<file path="config.mk">
export PLATFORM = sky130hd
export DESIGN_NAME = next_counter_generator
export DESIGN_NICKNAME = d
export VERILOG_FILES = /design/src/rtl/next_counter_generator_pkg.sv /design/src/rtl/next_counter_generator.sv
export SDC_FILE = /design/constraint.sdc
export NUM_CORES = 1
export LEC_CHECK = 0
export ABC_AREA = 0
export ABC_CLOCK_PERIOD_IN_PS = 2200
export CAP_MARGIN = 10
export CORE_ASPECT_RATIO = 1.1
export CORE_MARGIN = 2
export CORE_UTILIZATION = 34
export DETAILED_ROUTE_END_ITERATION = 10
export PLACE_DENSITY = 0.85
export SYNTH_ARGS = -nofsm -noshare
export SYNTH_HDL_FRONTEND = slang
export SYNTH_SLANG_ARGS = --single-unit
</file>
<file path="constraint.sdc">
create_clock -name clk -period 2.2 [get_ports clk]
set_clock_uncertainty 0.1 [all_clocks]
set_input_delay 0.44 -clock clk [delete_from_list [all_inputs] [get_ports clk]]
set_output_delay 0.44 -clock clk [all_outputs]
set_load 0.02 [all_outputs]
</file>
<file path="src/rtl/next_counter_generator_pkg.sv">
// Shared types and defaults for the next-counter generator.
// Holds the count_state encoding and the default width/init values.
package next_counter_generator_pkg;

  localparam int unsigned DEFAULT_WIDTH        = 5;
  localparam int unsigned DEFAULT_COUNTER_INIT = 0;

  typedef enum logic [1:0] {
    COUNT_INIT    = 2'b00,
    COUNT_UP_EN   = 2'b01,
    COUNT_DOWN_EN = 2'b10,
    COUNT_HOLD    = 2'b11
  } count_state_t;

endpackage

</file>
<file path="src/rtl/next_counter_generator.sv">
// Combinational next-value generator for a counter, with a registered
// copy of the next value and combinational min/max flags.
module next_counter_generator
  import next_counter_generator_pkg::*;
#(
  parameter int unsigned WIDTH        = DEFAULT_WIDTH,
  parameter int unsigned COUNTER_INIT = DEFAULT_COUNTER_INIT
) (
  input  logic             clk,
  input  logic             rst,
  input  logic [WIDTH-1:0] counter,
  input  logic [WIDTH-1:0] counter_load,
  input  logic             counter_load_en,
  input  logic [1:0]       count_state,
  output logic [WIDTH-1:0] counter_n,
  output logic [WIDTH-1:0] counter_q,
  output logic             at_max,
  output logic             at_min
);

  localparam logic [WIDTH-1:0] INIT_V = WIDTH'(COUNTER_INIT);
  localparam logic [WIDTH-1:0] ONE    = WIDTH'(1);

  count_state_t state;
  assign state = count_state_t'(count_state);

  // Load wins over the state-selected operation; wrap is implicit
  // because the arithmetic stays in WIDTH bits.
  always_comb begin
    counter_n = counter;
    if (counter_load_en) begin
      counter_n = counter_load;
    end else begin
      case (state)
        COUNT_INIT:    counter_n = INIT_V;
        COUNT_UP_EN:   counter_n = counter + ONE;
        COUNT_DOWN_EN: counter_n = counter - ONE;
        COUNT_HOLD:    counter_n = counter;
        default:       counter_n = counter;
      endcase
    end
  end

  always_ff @(posedge clk) begin
    if (rst) begin
      counter_q <= INIT_V;
    end else begin
      counter_q <= counter_n;
    end
  end

  assign at_max = &counter;
  assign at_min = ~|counter;

endmodule

</file>
# --- After elaboration in Yosys (flattened, before gate mapping) ---
# Index checks and enable logic that the tools add are counted.
op_classes:
  magnitude_cmp: 0
  n_mul: 0
  addsub: 2
  n_reduce_logical: 4
  n_eq_ne: 3
  bitwise: 0
  div: 0
  n_shift: 0
  muxes: 2
op_table:
  columns: ["cell", "n"]
  rows:
  - ["case mux 5 bit (4 select lines)", 1]
  - ["adder 5 x 1 -> 5 bit (second input constant)", 1]
  - ["two-way mux 5 bit", 1]
  - ["AND reduction 5 bit", 1]
  - ["OR reduction 5 bit", 1]
  - ["subtractor 5 x 1 -> 5 bit (second input constant)", 1]
  - ["equality test 2 bit (second input constant)", 2]
  - ["equality test 2 x 1 -> 1 bit (second input constant)", 1]
  - ["logical NOT 2 bit", 1]
  - ["logical NOT 1 bit", 1]
word_totals:
  inputBits: 15
  register_bits: 5
  mem_bits_ro: 0
  output_inout_bits: 12
  ramBits: 0
  latch_bits: 0
  memories: 0

# --- Longest topological paths before layout ---
depth:
  depth_word: 3
  depth_mapped: 9
  mapped_depth_nobuf: 8

# --- Least setup slack after synthesis ---
# No wires, ideal clock.
synth_path:
  kind: "input port to output port"
  startpoint: "input port count_state[0]"
  endpoint: "output port counter_n[4]"
  path_slack_ns: -0.186
  path_buffers: 1
  cell_stages: 9
  arrival_ns: 1.846
  cell_sequence: "inv_1 ha_1 buf_6 xor2_1 ha_1 and3b_1 o21ai_1 a211o_1 nand3_1"
synth_between:
  elab_chain_len: 3
synth_rtl:
  columns: ["item", "line_no", "text"]
  rows:
  - ["start: declaration", "next_counter_generator.sv:14", "input logic [1:0] count_state,"]
  - ["equality test 2 bit, or another cell as far along", "next_counter_generator.sv:34", "case (state)"]
  - ["case mux 5 bit (4 select lines) (*)", "next_counter_generator.sv:34", null]
  - ["two-way mux 5 bit (*)", "next_counter_generator.sv:31", "if (counter_load_en) begin"]
  - ["end: declaration", "next_counter_generator.sv:15", "output logic [WIDTH-1:0] counter_n,"]
# Every way passes the cells marked *; elsewhere a longest branch is shown, timed or not.

# --- Worst setup path after layout ---
layout_path:
  startpoint: "input port count_state[1]"
  endpoint: "output port counter_n[2]"
# Same word-level chain as after synthesis.

==> flow_metrics.env <==
export IMPL_outcome="complete, but fails checks"
export IMPL_violations="setup timing"
export IMPL_hold_violations=0
export IMPL_ys_ff_latch=5
export IMPL_cts_made_buffers=3
export IMPL_dr_pass1_iters=4
export IMPL_mostFrequentLayoutCell="buf_4"
export IMPL_grt_util_met2_pct=36.6
export IMPL_hpwlAfterDp_um=1200
export IMPL_largest_reg_flops=5
export IMPL_post_route_period_util_pct=110
export IMPL_hold_ws_ps=770
export IMPL_grt_pass1_wl_um=2590
export IMPL_crit_fanout=3
export IMPL_synth_cell_types=30
export IMPL_syn_area_per_cell_um2=8.31
export IMPL_grt_busiest_layer="met2"
export IMPL_grt_overflow_total=0
export IMPL_maxSlewViolCount=0
export IMPL_layout_nets=135
export IMPL_tightest_slew_ps=257
export IMPL_p_per_area_nw_per_um2=385
export IMPL_grt_max_degree=9
export IMPL_synth_edf_count=0
export IMPL_totalWireLength_um=1750
export IMPL_num_vias=678
export IMPL_ios=27
export IMPL_synthFlopType="dfxtp_1"
export IMPL_gp_congestion=0.864
export IMPL_met3_usage_pct=0.493
export IMPL_use_met1_pct=23.3
export IMPL_top_regs="counter_q (5)"
export IMPL_mostFrequentLayoutCells="24 x buf_4, 14 x clkdlybuf4s50_1, 7 x buf_6, 5 x dfxtp_1, 4 x nand2_1"
export IMPL_power_leakage_nw=0.502
export IMPL_fmax_mhz=413
export IMPL_setup_ws_ps=-223
export IMPL_cts_tree="built"
export IMPL_grt_pass1_vias=633
export IMPL_areaGrowthSynthToFinish_pct=119
export IMPL_root_buffer="clkbuf_4"
export IMPL_syn_nets=82
export IMPL_synth_async_reset_ratio_pct=0
export IMPL_finalSetupTns_ps=-434
export IMPL_grt_setup_unrepaired="true"
export IMPL_yosys_warnings=0
export IMPL_ir_drop_mv=0.201
export IMPL_hold_path_class="input port to flip-flop"
export IMPL_path_clk_slew_ps=40
export IMPL_arrival_ps=1880
export IMPL_largest_register="counter_q"
export IMPL_maxCapViolCount=0
export IMPL_rows=14
export IMPL_start_util_pct=36.8
export IMPL_antenna_cells=0
export IMPL_cts_sinks=5
export IMPL_h_tree_depth=1
export IMPL_antenna_found_initial=0
export IMPL_netlist_area_leader_share_pct=19.4
export IMPL_drc=0
export IMPL_grt_usage_pct=19.5
export IMPL_cts_hold_buf=0
export IMPL_syn_inst=62
export IMPL_post_route_util_pct=80.5
export IMPL_cp_data_required_time_ps=1660
export IMPL_ant_nets=0
export IMPL_avgViaCountPerCell=5.22
export IMPL_yosysSeqAreaShare_pct=19.4
export IMPL_wl_per_cell_um=13.5
export IMPL_synth_area_leaders="dfxtp_1 19%, ha_1 12%, buf_6 6.6%, nand3_1 3.9%, nor4bb_1 3.9%"
export IMPL_path_class="input port to output port"
export IMPL_core_area_um2=1400
export IMPL_end_kind="output port"
export IMPL_die_y_um=44.8
export IMPL_io_buffers=26
export IMPL_crit_path_start_kind="input port"
export IMPL_dieArea_um2=1840
export IMPL_synth_top_area_cell="dfxtp_1"
export IMPL_drive_gt1_share_pct=50.9
export IMPL_setup_viol=4
export IMPL_drt_iter0_drc=7
export IMPL_clk_path_buf_depth=2
export IMPL_syn_area_um2=515
export IMPL_die_x_um=41.1
export IMPL_slew_headroom_pct=82.7
export IMPL_fin_crit_ps=2420
[path summary, 6_finish.rpt]
check	startpoint	endpoint	depth (start not counted)
min	rst	counter_q[1]	2
max	count_state[1]	counter_n[2]	10
[where the power goes]
group,switching (W),total [W],leakage [nW],internal [W]
sequential,0.00000152,0.0000992,0.0414,0.0000977
clock,0.0000334,0.000102,0.0150,0.0000683
combinational,0.000106,0.000234,0.445,0.000128
[Yosys cell counts (all sizes together) (2+ instances only)]
cell type / count
ha: 5
a211o: 3
a31oi: 3
nand2: 5
a21oi: 3
a22o: 2
nor2b: 3
nor2: 2
dfxtp: 5
nand4: 2
o21ai: 3
buf: 4
nand3: 4
nor4bb: 2
inv: 2
xnor2: 2
xor2: 2
[layout make-up]
cell class / instances / area (µm²)
clock buffers: 4 / 26.3
fillers: 84 / 273
inverters: 2 / 20.0
multi-input cells: 51 / 500
flip-flops and latches: 5 / 100
well taps: 16 / 20.0
repair buffers: 52 / 462
[per-layer routing]
metal | up-vias | part of all wire (%)
li1 | 334 | -
met1 | 315 | 40
met2 | 27 | 55
met3 | 2 | 4.4
met4 | 0 | 0.69
met5 | - | 0
[timing repair]
item | in CTS | in global routing
setup endpoints to repair | 10 | 7
setup buffers | 4 | 4
pin swaps | 10 | 11
gates resized for setup | 56 | 20
gates cloned | 0 | 0
[critical path, cell delays in order]
cell and delay, ps:
buf_4 130, ha_4 160, xor2_2 140, ha_2 190
buf_4 130, buf_6 110, a21oi_4 130, xnor2_2 80
o221ai_2 200, buf_4 180
[kinds of logic (layout without fill, tap and decap cells)]
family | count (synthesis) | count (layout) | share of synthesized area, %
xor gates and xnor gates | 4 | 4 | 6.80
muxes | 1 | 1 | 1.94
buffers and inverters | 6 | 58 | 8.98
adders and majority gates | 5 | 5 | 12.1
and+or+nand+nor | 26 | 26 | 30.8
AOI/OAI and AO/OA | 15 | 15 | 19.9
DFF | 5 | 5 | 19.4
[metrics by stage]
stage / worst slack [ps] / instances / cell area, µm² / total power [W]
after CTS: -298 / 127 / 1020 / 0.000405
after global placement: -1120 / 119 / 938 / 0.000283
after floorplan: -55.5 / 62 / 554 / 0.000194
after detailed placement: -1170 / 119 / 938 / 0.000290
final: -223 / 130 / 1130 / 0.000435
after global routing: -271 / 130 / 1130 / 0.000459
No activity file was read; power rests on OpenSTA's default activity.
